$ cat config.mk
export PLATFORM = sky130hd
export DESIGN_NAME = ps2_keyboard
export DESIGN_NICKNAME = d
export VERILOG_FILES = /design/src/rtl/ps2_pkg.sv /design/src/rtl/ps2_rx.sv /design/src/rtl/ps2_keyboard.sv
export SDC_FILE = /design/constraint.sdc
export NUM_CORES = 1
export LEC_CHECK = 0
export CORE_MARGIN = 2
export CORE_UTILIZATION = 40
export DETAILED_ROUTE_END_ITERATION = 10
export GPL_ROUTABILITY_DRIVEN = 1
export SETUP_SLACK_MARGIN = 0.3
export SYNTH_ARGS = -nofsm -noshare
export SYNTH_HDL_FRONTEND = slang
export SYNTH_SLANG_ARGS = --single-unit
$ cat constraint.sdc
create_clock -name clk -period 2.85 [get_ports clk]
set_input_delay 0.57 -clock clk [delete_from_list [all_inputs] [get_ports clk]]
set_output_delay 0.57 -clock clk [all_outputs]
set_load 0.05 [all_outputs]
$ cat src/rtl/ps2_pkg.sv
// ps2_pkg: shared definitions for the PS/2 keyboard front end.
//   - prefix bytes (E0 extended, F0 break) and the list of bytes the decoder drops
//   - held-key struct and the game keycodes consumed by the kid block
//   - receiver state enum
package ps2_pkg;

  localparam logic [7:0] PS2_EXT = 8'hE0;
  localparam logic [7:0] PS2_BRK = 8'hF0;

  // Keyboard status/acknowledge bytes that never carry a key.
  localparam int         PS2_IGNORE_N = 6;
  localparam logic [7:0] PS2_IGNORE [PS2_IGNORE_N] =
    '{8'h00, 8'hAA, 8'hEE, 8'hFA, 8'hFE, 8'hFF};

  typedef struct packed {
    logic       ext;   // key was prefixed by E0
    logic [7:0] code;  // low byte of the scan code
  } key_t;

  localparam key_t KC_LEFT  = '{ext: 1'b1, code: 8'h6B};
  localparam key_t KC_RIGHT = '{ext: 1'b1, code: 8'h74};
  localparam key_t KC_SHIFT = '{ext: 1'b0, code: 8'h12};
  localparam key_t KC_R     = '{ext: 1'b0, code: 8'h2D};

  typedef enum logic {
    RX_IDLE = 1'b0,
    RX_RECV = 1'b1
  } rx_state_e;

  function automatic logic is_ignored(input logic [7:0] b);
    is_ignored = 1'b0;
    for (int i = 0; i < PS2_IGNORE_N; i++) begin
      if (b == PS2_IGNORE[i]) is_ignored = 1'b1;
    end
  endfunction

endpackage

$ cat src/rtl/ps2_rx.sv
// ps2_rx: PS/2 frame receiver.
//   Synchronises ps2_clk/ps2_data, debounces ps2_clk, deserialises 11-bit
//   frames (start, 8 data LSB first, odd parity, stop) and aborts a frame that
//   stalls for TIMEOUT cycles.
// Ports:
//   clk, rst_n          system clock, async active-low reset
//   ps2_clk, ps2_data   raw asynchronous pad inputs
//   rx_byte[7:0]        last received data byte (valid with rx_done)
//   rx_done             combinational: good frame completed this cycle
//   rx_err              combinational: frame dropped this cycle (framing,
//                       parity or timeout)
module ps2_rx
  import ps2_pkg::*;
#(
  parameter int FILTER_LEN = 8,
  parameter int TIMEOUT    = 200000
) (
  input  logic       clk,
  input  logic       rst_n,
  input  logic       ps2_clk,
  input  logic       ps2_data,
  output logic [7:0] rx_byte,
  output logic       rx_done,
  output logic       rx_err
);

  localparam int             FW        = $clog2(FILTER_LEN + 1);
  localparam logic [FW-1:0]  FILT_LAST = FW'(FILTER_LEN - 1);
  localparam logic [17:0]    TO_LIMIT  = 18'(TIMEOUT);

  logic [1:0]    sync_clk_q, sync_data_q;
  logic          filt_q, filt_d;
  logic [FW-1:0] filt_cnt_q, filt_cnt_d;
  logic          bit_edge;
  rx_state_e     state_q, state_d;
  logic [3:0]    bit_cnt_q, bit_cnt_d;
  logic [7:0]    shift_q, shift_d;
  logic          parity_q, parity_d;
  logic [17:0]   to_cnt_q, to_cnt_d;
  logic          data_bit;

  assign data_bit = sync_data_q[1];
  assign rx_byte  = shift_q;

  // Filter: count consecutive samples that disagree with the filtered level;
  // the FILTER_LEN-th one flips it. A flip from 1 to 0 is a bit edge.
  always_comb begin
    // NOTE: every comb output gets a default first so no latch is inferred.
    filt_d     = filt_q;
    filt_cnt_d = '0;
    bit_edge   = 1'b0;
    if (sync_clk_q[1] != filt_q) begin
      if (filt_cnt_q == FILT_LAST) begin
        filt_d   = sync_clk_q[1];
        bit_edge = filt_q;
      end else begin
        filt_cnt_d = filt_cnt_q + 1'b1;
      end
    end
  end

  always_comb begin
    state_d   = state_q;
    bit_cnt_d = bit_cnt_q;
    shift_d   = shift_q;
    parity_d  = parity_q;
    to_cnt_d  = to_cnt_q;
    rx_done   = 1'b0;
    rx_err    = 1'b0;
    case (state_q)
      RX_IDLE: begin
        to_cnt_d = '0;
        if (bit_edge && !data_bit) begin
          state_d   = RX_RECV;
          bit_cnt_d = 4'd1;
        end
      end
      RX_RECV: begin
        if (bit_edge) begin
          to_cnt_d = '0;
          if (bit_cnt_q <= 4'd8) begin
            shift_d   = {data_bit, shift_q[7:1]};
            bit_cnt_d = bit_cnt_q + 4'd1;
          end else if (bit_cnt_q == 4'd9) begin
            parity_d  = data_bit;
            bit_cnt_d = 4'd10;
          end else begin
            // Stop edge: back to IDLE so the very next edge may be a start bit.
            state_d   = RX_IDLE;
            bit_cnt_d = 4'd0;
            if (data_bit && (^{shift_q, parity_q})) rx_done = 1'b1;
            else                                    rx_err  = 1'b1;
          end
        end else if (to_cnt_q >= TO_LIMIT) begin
          state_d   = RX_IDLE;
          bit_cnt_d = 4'd0;
          to_cnt_d  = '0;
          rx_err    = 1'b1;
        end else if (to_cnt_q != '1) begin
          to_cnt_d = to_cnt_q + 18'd1;
        end
      end
      default: state_d = RX_IDLE;
    endcase
  end

  always_ff @(posedge clk or negedge rst_n) begin
    if (!rst_n) begin
      // NOTE: synchroniser and filter reset to 1, the idle PS/2 line level,
      // so leaving reset never looks like a falling clock edge.
      sync_clk_q  <= 2'b11;
      sync_data_q <= 2'b11;
      filt_q      <= 1'b1;
      filt_cnt_q  <= '0;
      state_q     <= RX_IDLE;
      bit_cnt_q   <= 4'd0;
      shift_q     <= 8'd0;
      parity_q    <= 1'b0;
      to_cnt_q    <= '0;
    end else begin
      // NOTE: non-blocking so every flop samples pre-edge values.
      sync_clk_q  <= {sync_clk_q[0], ps2_clk};
      sync_data_q <= {sync_data_q[0], ps2_data};
      filt_q      <= filt_d;
      filt_cnt_q  <= filt_cnt_d;
      state_q     <= state_d;
      bit_cnt_q   <= bit_cnt_d;
      shift_q     <= shift_d;
      parity_q    <= parity_d;
      to_cnt_q    <= to_cnt_d;
    end
  end

endmodule

$ cat src/rtl/ps2_keyboard.sv
// ps2_keyboard: PS/2 keyboard front end feeding the kid block's keycode.
//   Wraps ps2_rx and decodes E0/F0 prefixes into a held-key register that
//   tracks a key from its make code until its matching break code.
// Ports:
//   clk, rst_n          system clock, async active-low reset
//   ps2_clk, ps2_data   raw PS/2 pad inputs
//   keycode[7:0]        low byte of held key, 0 when none
//   keycode_ext         held key was E0-prefixed
//   key_valid           1-cycle pulse when a new non-zero key is loaded
//   frame_err           1-cycle pulse when a frame is dropped
module ps2_keyboard
  import ps2_pkg::*;
#(
  parameter int FILTER_LEN = 8,
  parameter int TIMEOUT    = 200000
) (
  input  logic       clk,
  input  logic       rst_n,
  input  logic       ps2_clk,
  input  logic       ps2_data,
  output logic [7:0] keycode,
  output logic       keycode_ext,
  output logic       key_valid,
  output logic       frame_err
);

  logic [7:0] rx_byte;
  logic       rx_done, rx_err;

  key_t held_q, held_d;
  logic ext_pend_q, ext_pend_d;
  logic brk_pend_q, brk_pend_d;
  logic key_valid_q, key_valid_d;
  logic frame_err_q, frame_err_d;

  ps2_rx #(
    .FILTER_LEN (FILTER_LEN),
    .TIMEOUT    (TIMEOUT)
  ) u_rx (
    .clk      (clk),
    .rst_n    (rst_n),
    .ps2_clk  (ps2_clk),
    .ps2_data (ps2_data),
    .rx_byte  (rx_byte),
    .rx_done  (rx_done),
    .rx_err   (rx_err)
  );

  always_comb begin
    held_d      = held_q;
    ext_pend_d  = ext_pend_q;
    brk_pend_d  = brk_pend_q;
    key_valid_d = 1'b0;
    frame_err_d = 1'b0;
    if (rx_err) begin
      frame_err_d = 1'b1;
      ext_pend_d  = 1'b0;
      brk_pend_d  = 1'b0;
    end else if (rx_done) begin
      if (rx_byte == PS2_EXT) begin
        ext_pend_d = 1'b1;
      end else if (rx_byte == PS2_BRK) begin
        brk_pend_d = 1'b1;
      end else if (is_ignored(rx_byte)) begin
        ext_pend_d = 1'b0;
        brk_pend_d = 1'b0;
      end else if (brk_pend_q) begin
        // Only the release of the held key clears it; other releases are
        // ignored.
        if ({ext_pend_q, rx_byte} == held_q) held_d = '0;
        ext_pend_d = 1'b0;
        brk_pend_d = 1'b0;
      end else begin
        // Typematic repeats of the held key leave everything unchanged.
        if ({ext_pend_q, rx_byte} != held_q) begin
          held_d      = '{ext: ext_pend_q, code: rx_byte};
          key_valid_d = 1'b1;
        end
        ext_pend_d = 1'b0;
      end
    end
  end

  always_ff @(posedge clk or negedge rst_n) begin
    if (!rst_n) begin
      held_q      <= '0;
      ext_pend_q  <= 1'b0;
      brk_pend_q  <= 1'b0;
      key_valid_q <= 1'b0;
      frame_err_q <= 1'b0;
    end else begin
      held_q      <= held_d;
      ext_pend_q  <= ext_pend_d;
      brk_pend_q  <= brk_pend_d;
      key_valid_q <= key_valid_d;
      frame_err_q <= frame_err_d;
    end
  end

  assign keycode     = held_q.code;
  assign keycode_ext = held_q.ext;
  assign key_valid   = key_valid_q;
  assign frame_err   = frame_err_q;

endmodule

==> metrics.md, run 1 <==
| Metric | Value |
|---|---|
| Cells after Synth | 274 |
| Clk Latency, worst-skew pair | 0.30 ns |
| Detailed placer's ending HPWL | 3.58 mm |
| Tcrit/Tclk final | 82.2% |
| Slew Limit Fails | 0 |
| Worst-Margin Slew | 0.775 ns |
| MaxCap Viol Count | 0 |
| Peak Freq | 427 MHz |
| Worst-case hold slack | 0.236 ns |
| Vias | 1910 |
| Port buffer count | 14 |
| Synth Register Bits | 54 |
| Vias in the first global route | 1813 |
| Nets@finish | 300 |
| Routed WL | 4.83 mm |
| Fin crit period | 2.34 ns |
| Critical Path Max Stage Delay | 0.50 ns |
| Setup Crit Path Kind | reg -> reg |
| First drt pass iteration count | 4 |
| Layout Skew | 0.00961 ns |
| RSZ-0062 raised after global routing | false |
| Vias per cell | 4.95 |
| Critical Path AT | 2.53 ns |
| Global Route Usage Sum | 14.0% |
| First-pass GRT wire length | 8.58 mm |
| Distinct cells, synth | 47 |
| Core area | 6830 µm² |
| CP Data Required Time | 3.04 ns |
| Post-synth EDFFs | 0 |
| Sum Neg Setup Slack | 0 ns |
| Final number of setup-violating endpoints | 0 |
| Syn. warnings | 0 |
| Async SR Flop Fraction | 100% |
| CP Launch Type | register |
| Worst slack, placed | 0.435 ns |
| Ratio of cells with drive above 1 in the final layout | 16.2% |
| WL per Instance | 12.5 µm |
| Worst-path clk slew | 0.09 ns |
| Die Span X | 88.5 µm |
| Syn nets | 285 |
| # clock sinks | 54 |
| # DRC | 0 |
| Initial antenna violation count | 0 |
| Cell Pwr Density | 414 nW/µm² |
| Hold Path Class | in -> async |
| Main synth FF type | dfrtp_1 |
| Dominant cell type by area after synthesis | dfrtp_1 |
| Die outline area | 7820 µm² |
| Post-route ant nets | 0 |
| Hold_buf cts | 0 |
| Synth top area share | 43.0% |
| Syn Area/Cell | 10.4 µm² |
| Starting Density | 41.8% |
| CTS Buffer Depth | 2 |
| Sequential area share after synthesis | 47.6% |
| Reg2reg path depth | 7 |
| Max FO, Critical Path | 9 |
| Die Y | 88.5 µm |
| RePlAce Congestion | 0.795 |
| Pin count of the biggest net entering global routing | 32 |
| Setup slack after layout | 0.508 ns |
| Crit. End Element | register |
| Crit-path cells | xor2_1 -> nor4_1 -> nand4_1 -> ha_1 -> nor4_4 -> buf_4 -> mux2_2 |
| Worst path slowest cell | dfrtp_1 |
| Grt total ovfl | 0 |
| Slew margin rel. | 47.6% |
| Ant. Diodes | 0 |
| VDD IR max | 287 µV |
| Area growth syn-to-layout | 9.91% |
| Status | completed |
| DR iter-0 viols | 48 |
| CTS tree | yes |
| # IOs | 15 |
| Cts bufs inserted | 5 |
| R2R setup slack | 0.51 ns |
| Leakage | 0.00137 µW |
| Synth area leaders | dfrtp_1, mux2_2, xnor2_1 |
| # rows | 30 |
| Final hold violation count | 0 |
| Syn Std Cell Area | 2850 µm² |
| H-tree depth | 2 |
| Root buf cell | clkbuf_8 |
-- power breakdown --
group | total, µW | leakage [µW] | switching (µW) | internal (µW)
Combinational | 73.4 | 0.000589 | 40.2 | 33.1
Clock | 408 | 0.0000450 | 237 | 171
Sequential | 817 | 0.000733 | 19.1 | 798
-- what timing repair did --
item	CTS	global route
gates resized for setup	0	1
buffers inserted	0	0
setup endpoints to repair	0	9
-- logic make-up after synthesis --
kind of cell	count (synthesis)	synth area share, %
and+or+nand+nor	112	20.5
DFF	54	47.6
xor gates and xnor gates	30	9.74
AOI/OAI and AO/OA	29	6.84
buffers and inverters	23	4.74
muxes	18	7.11
adders and majority gates	8	3.46
-- area by class of cell --
class,count,area [µm²]
multi-input combinational,197,1360
fill,678,3700
timing repair buffer,18,165
sequential,54,1360
inverter,13,48.8
tap,96,120
clock inverter,2,10.0
clock buffer,6,72.6
-- placed cells by master (no fill, tap or decap), drive strengths merged, types with 2 or more instances in the layout --
cell type and n:
nor2 37, nor4 5, ha 7, dfstp 5
or4 3, clkdlybuf4s50 13, a21oi 8, clkinv 2
dfrtp 49, nor2b 5, o21ba 2, nand3 11
o21a 2, xnor2 19, a311oi 2, nor3 11
buf 5, o31ai 2, xor2 10, nand4 7
nand2 15, o21ai 5, clkbuf 6, and3 3
and2b 7, inv 13, mux2 18
-- metal layers --
metal,GRT usage (%),part of all wire [%],vias up
met4,4.13,0.95,0
met1,19.2,50,916
met2,22.7,46,24
met3,2.80,2.6,5
li1,-,-,965
met5,0,0,-
-- cells in the mapped netlist (5+ instances only) --
master	instances
nor2b_1	5
buf_6	6
nand2_1	15
nand4_1	7
dfrtp_1	49
a21oi_1	8
ha_1	7
nor2_1	37
nand3_1	11
xnor2_1	19
dfstp_2	5
inv_1	13
xor2_1	10
mux2_2	18
nor3_1	11
o21ai_0	5
-- state kept, by name, summed over array words and instances (netlist names) --
signal,cells
keycode,8
u_rx.parity_q,1
key_valid,1
u_rx.filt_cnt_q,4
keycode_ext,1
frame_err,1
ext_pend_q,1
u_rx.to_cnt_q,18
u_rx.rx_byte,8
u_rx.bit_cnt_q,4
u_rx.state_q,1
u_rx.filt_q,1
u_rx.sync_data_q,2
brk_pend_q,1
u_rx.sync_clk_q,2
-- through the flow --
stage,utilization (%),total power (µW),instances,area [µm²]
6_report,45.9,1300,386,3140
5_1_grt,45.9,1370,386,3140
4_1_cts,45.9,1330,386,3130
3_5_place_dp,44.7,909,378,3050
3_3_place_gp,44.7,908,378,3050
2_1_floorplan,-,876,274,2850
-- path summary, 6_finish.rpt --
kind                                     startpoint             endpoint
max in group asynchronous                     rst_n  u_rx.sync_data_q[1]
worst max register to register      u_rx.rx_byte[2]           keycode[4]
worst min-delay path                          rst_n           keycode[2]
worst min register to register  u_rx.sync_data_q[0]  u_rx.sync_data_q[1]
min in group clk                u_rx.sync_data_q[0]  u_rx.sync_data_q[1]
worst max-delay path                u_rx.rx_byte[2]           keycode[4]
-- critical path, delay by kind of cell (launching register included) --
family / cells / cell delay (ns)
mux: 1 / 0.34
flops: 1 / 0.50
simple gates: 3 / 0.65
fa+ha+maj: 1 / 0.32
buf+inv: 1 / 0.21
xor+xnor: 1 / 0.20
(Power assumes the default switching activity.)
==> inputs of run 2 (changes only) <==
==> constraint.sdc (replaced) <==
create_clock -name clk -period 2.2 [get_ports clk]
set_input_delay 0.44 -clock clk [delete_from_list [all_inputs] [get_ports clk]]
set_output_delay 0.44 -clock clk [all_outputs]
set_load 0.05 [all_outputs]
==> run 2 against run 1 <==
  * Flip-flop and latch count stayed put
  * Power is 34% higher
  * Maximum frequency is 4.5% higher
  * The run now ends with negative setup slack left
  * Largest cell class unchanged
  * Clock skew about the same
  * Worst hold slack got worse by 0.12 ns
  * First-iteration DRC count increased by 83%
  * Register-to-register slack lost 0.55 ns
  * Via count is 8.2% higher
  * Sequential power is 30% higher
  * Clock-buffer cell count stayed put
  * Critical path depth shrank 1
==> metrics.md, run 2 (synthesis gave the netlist of run 1 again) <==
| Metric | Value |
|---|---|
| Status | finished with violations |
| Violated checks | negative setup slack |
| DR iter-0 viols | 88 (+83%) |
| Max reg flops | 18 (unchanged) |
| Critical path launch point | u_rx.rx_byte[2] |
| Worst reg2reg path startpoint | u_rx.rx_byte[2] |
| Leakage | 0.00164 µW (+20%) |
| First drt pass iteration count | 4 (unchanged) |
| RSZ-0062 raised after global routing | true |
| Crit. End Element | register |
| Commonest non-fill, non-tap cell in the layout | dfrtp_1 |
| Global Route Usage Sum | 15.6% (+1.5 points) |
| CTS Buffer Depth | 2 (unchanged) |
| Detailed placer's ending HPWL | 3.92 mm (+9.4%) |
| Core area | 6830 µm² (unchanged) |
| Largest Register | u_rx.to_cnt_q |
| Power, Total | 1740 µW (+34%) |
| Die outline area | 7820 µm² (unchanged) |
| Cts bufs inserted | 5 (unchanged) |
| Routed WL | 5.76 mm (+19%) |
| Placed Cells | 397 (+5.0%) |
| Layout Cells excl Fill | 415 (+7.5%) |
| Tcrit/Tclk final | 102% (+20 points) |
| Nets@finish | 329 (+9.7%) |
| Area growth syn-to-layout | 24.2% |
| H-tree depth | 2 (unchanged) |
| Starting Density | 41.8% (unchanged) |
| # rows | 30 (unchanged) |
| Post-route ant nets | 0 (unchanged) |
| Internal power | 1320 µW (+32%) |
| Die Y | 88.5 µm (unchanged) |
| Final number of setup-violating endpoints | 9 (+9) |
| Slew Limit Fails | 0 (unchanged) |
| Vias | 2066 (+8.2%) |
| Worst-Margin Slew | 0.519 ns (-0.256 ns) |
| Vias per cell | 4.98 (+0.61%) |
| Final hold violation count | 0 (unchanged) |
| Final instance area | 3540 µm² (+13%) |
| Most frequent cells in the layout | dfrtp_1, nor2_1, buf_4 |
| Ratio of cells with drive above 1 in the final layout | 33.2% (+17 points) |
| Sum Neg Setup Slack | -0.318 ns (-0.318 ns) |
| Setup slack after layout | -0.0405 ns (-0.548 ns) |
| Die Span X | 88.5 µm (unchanged) |
| MaxCap Viol Count | 0 (unchanged) |
| First-pass GRT wire length | 9.54 mm (+11%) |
| Initial antenna violation count | 0 (unchanged) |
| CTS tree | yes |
| Setup Crit Path Kind | reg -> reg |
| Vias in the first global route | 1983 (+9.4%) |
| # IOs | 15 (unchanged) |
| Switching share of power | 23.9% (+1.0 points) |
| CP Launch Type | register |
| Ant. Diodes | 0 (unchanged) |
| Placed instance area | 3200 µm² (+4.8%) |
| Layout Skew | 0.00969 ns (+0.0000761 ns) |
| Port buffer count | 14 (unchanged) |
| CP Data Required Time | 2.40 ns (-0.64 ns) |
| Pin count of the biggest net entering global routing | 31 (-3.1%) |
| Critical Path AT | 2.44 ns (-0.09 ns) |
| Grt total ovfl | 0 (unchanged) |
| RePlAce Congestion | 0.802 (+0.92%) |
| Hold Path Class | in -> async |
| Hold_buf cts | 0 (unchanged) |
| Sw power | 415 µW (+40%) |
| Fin crit period | 2.24 ns (-0.102 ns) |
| WL per Instance | 13.9 µm (+11%) |
| Slew margin rel. | 65.4% (+18 points) |
| Combinational fraction of design power | 7.0% (+1.4 points) |
| Worst-path clk slew | 0.10 ns (about the same) |
| Final Util | 51.9% (+6.0 points) |
| Root buf cell | clkbuf_8 |
| Peak Freq | 446 MHz (+4.5%) |
| VDD IR max | 368 µV (+28%) |
| Max FO, Critical Path | 9 (unchanged) |
| Clk Latency, worst-skew pair | 0.31 ns (about the same) |
| Cell Pwr Density | 491 nW/µm² (+18%) |
| Clock Power Share | 32.0% (+0.6 points) |
| # DRC | 0 (unchanged) |
| # clock sinks | 54 (unchanged) |
| Seq pwr share | 60.9% (-2.0 points) |
run 2: timing repair:
item / 4_1_cts / 5_1_grt
pin swaps: 2 / 13
hold endpoints to repair: 0 / 0
setup endpoints to repair: 33 / 31
buffers inserted: 2 / 8
gates resized for setup: 16 / 34
run 2: worst paths after layout:
path                                             to  slack (ns)  cells past startpoint
worst max-delay path                     keycode[0]       -0.04                      6
worst min-delay path                     keycode[3]        0.12                      2
worst max register to register           keycode[0]       -0.04                      6
worst min register to register   u_rx.sync_clk_q[1]        0.36                      0
max in group asynchronous       u_rx.sync_data_q[1]        1.72                      2
min in group clk                 u_rx.sync_clk_q[1]        0.36                      0
run 2: layout make-up:
class	instances	area, µm²
clock buffers	6	72.6
clock inverters	2	15.0
fillers	650	3290
inverters	13	48.8
multi-input cells	197	1540
flip-flops and latches	54	1360
well taps	96	120
repair buffers	47	388
run 2: power by group through the flow:
stage / Sequential [µW] / Clock, µW / Combinational, µW
after floorplan: 1070 / 0 / 62.5
after global placement: 1080 / 0 / 110
after detailed placement: 1080 / 0 / 112
after CTS: 1060 / 582 / 113
after global routing: 1060 / 611 / 143
final: 1060 / 557 / 122
run 2: critical path, stage by stage, from the launching register on:
cell and delay, ns:
dfrtp_1 0.46, xnor2_1 0.22, xnor3_2 0.47, xnor2_2 0.19, nor4_4 0.27, buf_6 0.18
mux2_2 0.33
run 2: routing by layer:
metal / share of wire (%) / GRT usage [%] / vias to the layer above / wire (µm)
li1: - / - / 1027 / -
met1: 46 / 19.8 / 1011 / 2650
met2: 51 / 27.5 / 24 / 2940
met3: 2.2 / 2.52 / 4 / 125
met4: 0.80 / 4.13 / 0 / 46
met5: 0 / 0 / - / 0
run 2: metrics by stage:
stage | hold slack (ns) | setup slack (ns)
after floorplan | 0.144 | -0.0550
after global placement | 0.346 | 0.0304
after detailed placement | 0.347 | 0.00440
after CTS | 0.122 | 0.0111
after global routing | 0.136 | -0.115
final | 0.118 | -0.0405
==> inputs of run 3 (changes only) <==
--- a/config.mk
+++ b/config.mk
@@ -9,6 +9,7 @@
 export CORE_UTILIZATION = 40
 export DETAILED_ROUTE_END_ITERATION = 10
 export GPL_ROUTABILITY_DRIVEN = 1
+export PLACE_DENSITY_LB_ADDON = 0.1
 export SETUP_SLACK_MARGIN = 0.3
 export SYNTH_ARGS = -nofsm -noshare
 export SYNTH_HDL_FRONTEND = slang
==> run 3 against run 2 <==
  * The run still ends with negative setup slack left
  * Register-to-register slack got worse by 0.04 ns
  * Worst setup slack lost 0.039 ns
  * Cell area is 7.1% higher
  * Largest power group unchanged
  * Highest routed layer unchanged
  * Wire length rose by 9.5%
  * First-iteration DRC count is 15% lower
  * Flip-flop and latch count is the same
  * Die area did not move
  * Maximum frequency shrank 1.7%
  * Core utilization up 3.7 points
  * Clock-buffer cell count is 1 lower
  * Critical path depth is 1 higher
==> metrics.md, run 3 (synthesis gave the netlist of run 1 again) <==
| Metric | Value |
|---|---|
| Violated checks | negative setup slack |
| First drt pass iteration count | 4 (unchanged) |
| Pin count of the biggest net entering global routing | 41 (+32%) |
| Core area | 6830 µm² (unchanged) |
| Layout Cells excl Fill | 438 (+5.5%) |
| CP Launch Type | register |
| RSZ-0062 raised after global routing | true |
| Final number of setup-violating endpoints | 9 (unchanged) |
| Root buf cell | clkbuf_8 |
| Layout Skew | 0.0146 ns (+0.00490 ns) |
| Switching share of power | 23.3% (-0.54 points) |
| Met3 WL | 121 µm (-3.2%) |
| Worst-Margin Slew | 0.502 ns (-0.0170 ns) |
| Largest Register | u_rx.to_cnt_q |
| Ant. Diodes | 0 (unchanged) |
| Slew Limit Fails | 0 (unchanged) |
| VDD IR max | 319 µV (-13%) |
| Status | finished with violations |
| Worst-path clk slew | 0.11 ns (about the same) |
| Final Util | 55.5% (+3.7 points) |
| Grt total ovfl | 0 (unchanged) |
| Detailed placer's ending HPWL | 4.08 mm (+4.2%) |
| Setup slack after layout | -0.0793 ns (-0.0388 ns) |
| DR iter-0 viols | 75 (-15%) |
| Max reg flops | 18 (unchanged) |
| Tcrit/Tclk final | 104% (+1.8 points) |
| RePlAce Congestion | 0.771 (-3.9%) |
| # clock sinks | 54 (unchanged) |
| Sw power | 442 µW (+6.4%) |
| Final hold violation count | 0 (unchanged) |
| CTS tree | yes |
| Placed Cells | 411 (+3.5%) |
| Combinational fraction of design power | 7.7% (+0.7 points) |
| Setup Crit Path Kind | reg -> reg |
| Leakage | 0.00175 µW (+6.2%) |
| MaxCap Viol Count | 0 (unchanged) |
| Starting Density | 41.8% (unchanged) |
| Seq pwr share | 55.8% (-5.1 points) |
| Cell Pwr Density | 499 nW/µm² (+1.6%) |
| Commonest non-fill, non-tap cell in the layout | buf_4 |
| Hold_buf cts | 0 (unchanged) |
| Die outline area | 7820 µm² (unchanged) |
| Crit. End Element | register |
| Peak Freq | 439 MHz (-1.7%) |
| Vias per cell | 4.92 (-1.1%) |
| # IOs | 15 (unchanged) |
| Die Y | 88.5 µm (unchanged) |
| CP Data Required Time | 2.42 ns (+0.02 ns) |
| Most frequent cells in the layout | buf_4, dfrtp_1, nor2_1 |
| Max FO, Critical Path | 4 (-5) |
| Hold Path Class | in -> async |
| Slew margin rel. | 66.5% (+1.1 points) |
| Initial antenna violation count | 0 (unchanged) |
| Fin crit period | 2.28 ns (+0.0388 ns) |
| H-tree depth | 2 (unchanged) |
| Vias in the first global route | 2102 (+6.0%) |
| Die Span X | 88.5 µm (unchanged) |
| Critical Path AT | 2.50 ns (+0.06 ns) |
| # rows | 30 (unchanged) |
| Cts bufs inserted | 5 (unchanged) |
| CTS Buffer Depth | 2 (unchanged) |
| Global Route Usage Sum | 16.4% (+0.86 points) |
| First-pass GRT wire length | 9.98 mm (+4.7%) |
| Vias | 2156 (+4.4%) |
| Ratio of cells with drive above 1 in the final layout | 38.3% (+5.1 points) |
| Area growth syn-to-layout | 33.0% |
| Port buffer count | 14 (unchanged) |
| Post-route ant nets | 0 (unchanged) |
| Top routing layer used | met4 |
| WL per Instance | 14.4 µm (+3.8%) |
| R2R setup slack | -0.08 ns (-0.04 ns) |
| WL met1 | 2.99 mm (+13%) |
| Routed wire length on met2 | 3.04 mm (+3.6%) |
| Internal power | 1450 µW (+9.6%) |
| # DRC | 0 (unchanged) |
| Routed WL | 6.31 mm (+9.5%) |
| Nets@finish | 352 (+7.0%) |
| Clock Power Share | 36.5% (+4.5 points) |
| Clk Latency, worst-skew pair | 0.32 ns (about the same) |
## run 3: changes by cell type in the layout (fill, tap and decap cells not counted), sizes merged
| cell | before | now |
|---|---|---|
| clkbuf | 6 | 5 |
| dlygate4sd2 | 9 | 11 |
| nor2 | 37 | 38 |
| nand2 | 15 | 16 |
| buf | 34 | 55 |
| dlymetal6s2s | 2 | 0 |
| bufinv | 0 | 1 |
## run 3: routing by layer
layer	global-route usage (%)	vias to the layer above
li1	-	1077
met1	22.1	1038
met2	26.3	27
met3	2.52	14
met4	7.16	0
met5	0	-
## run 3: worst paths after layout
kind / start / cells after the start / to
min: rst_n / 1 / u_rx.bit_cnt_q[2]
max in group asynchronous: rst_n / 2 / u_rx.sync_data_q[1]
min reg2reg: u_rx.sync_clk_q[0] / 0 / u_rx.sync_clk_q[1]
max: u_rx.rx_byte[2] / 7 / keycode[7]
min in group clk: u_rx.sync_clk_q[0] / 0 / u_rx.sync_clk_q[1]
max reg2reg: u_rx.rx_byte[2] / 7 / keycode[7]
## run 3: final cells by class
cell class              instances  area (µm²)
fillers                       620        3040
multi-input cells             199        1590
flip-flops and latches         54        1360
repair buffers                 68         554
well taps                      96         120
clock buffers                   5        68.8
inverters                      13        48.8
clock inverters                 3        45.0
## run 3: critical path, cell delays in order (launching register included)
cell     delay (ns)
dfrtp_1        0.41
buf_6          0.14
xnor2_2        0.14
xnor3_2        0.49
xnor2_4        0.16
nor4_4         0.32
buf_4          0.21
mux2_4         0.30
## run 3: stage by stage
stage	hold slack [ns]	cell area (µm²)	power, µW	worst slack (ns)	TNS (ns)
floorplan	0.144	2860	1140	-0.0550	-0.487
global placement	0.346	3320	1210	-0.128	-1.14
detailed placement	0.348	3320	1220	-0.206	-1.83
CTS	0.0280	3530	1920	-0.00852	-0.0530
global route	0.0344	3790	1980	-0.148	-1.29
finish	0.0212	3790	1890	-0.0793	-0.607
## run 3: timing repair
action,CTS,global route
cloned,0,3
pin swaps,3,11
gates resized for setup,24,39
setup buffers,6,10
endpoints found under the hold margin,0,0
setup endpoints to repair,43,36
## run 3: power groups by stage
stage / combinational (µW) / sequential, µW / clock [µW]
finish: 146 / 1060 / 691
global route: 163 / 1060 / 757
CTS: 145 / 1050 / 718
detailed placement: 144 / 1070 / 0
global placement: 141 / 1070 / 0
floorplan: 62.5 / 1070 / 0
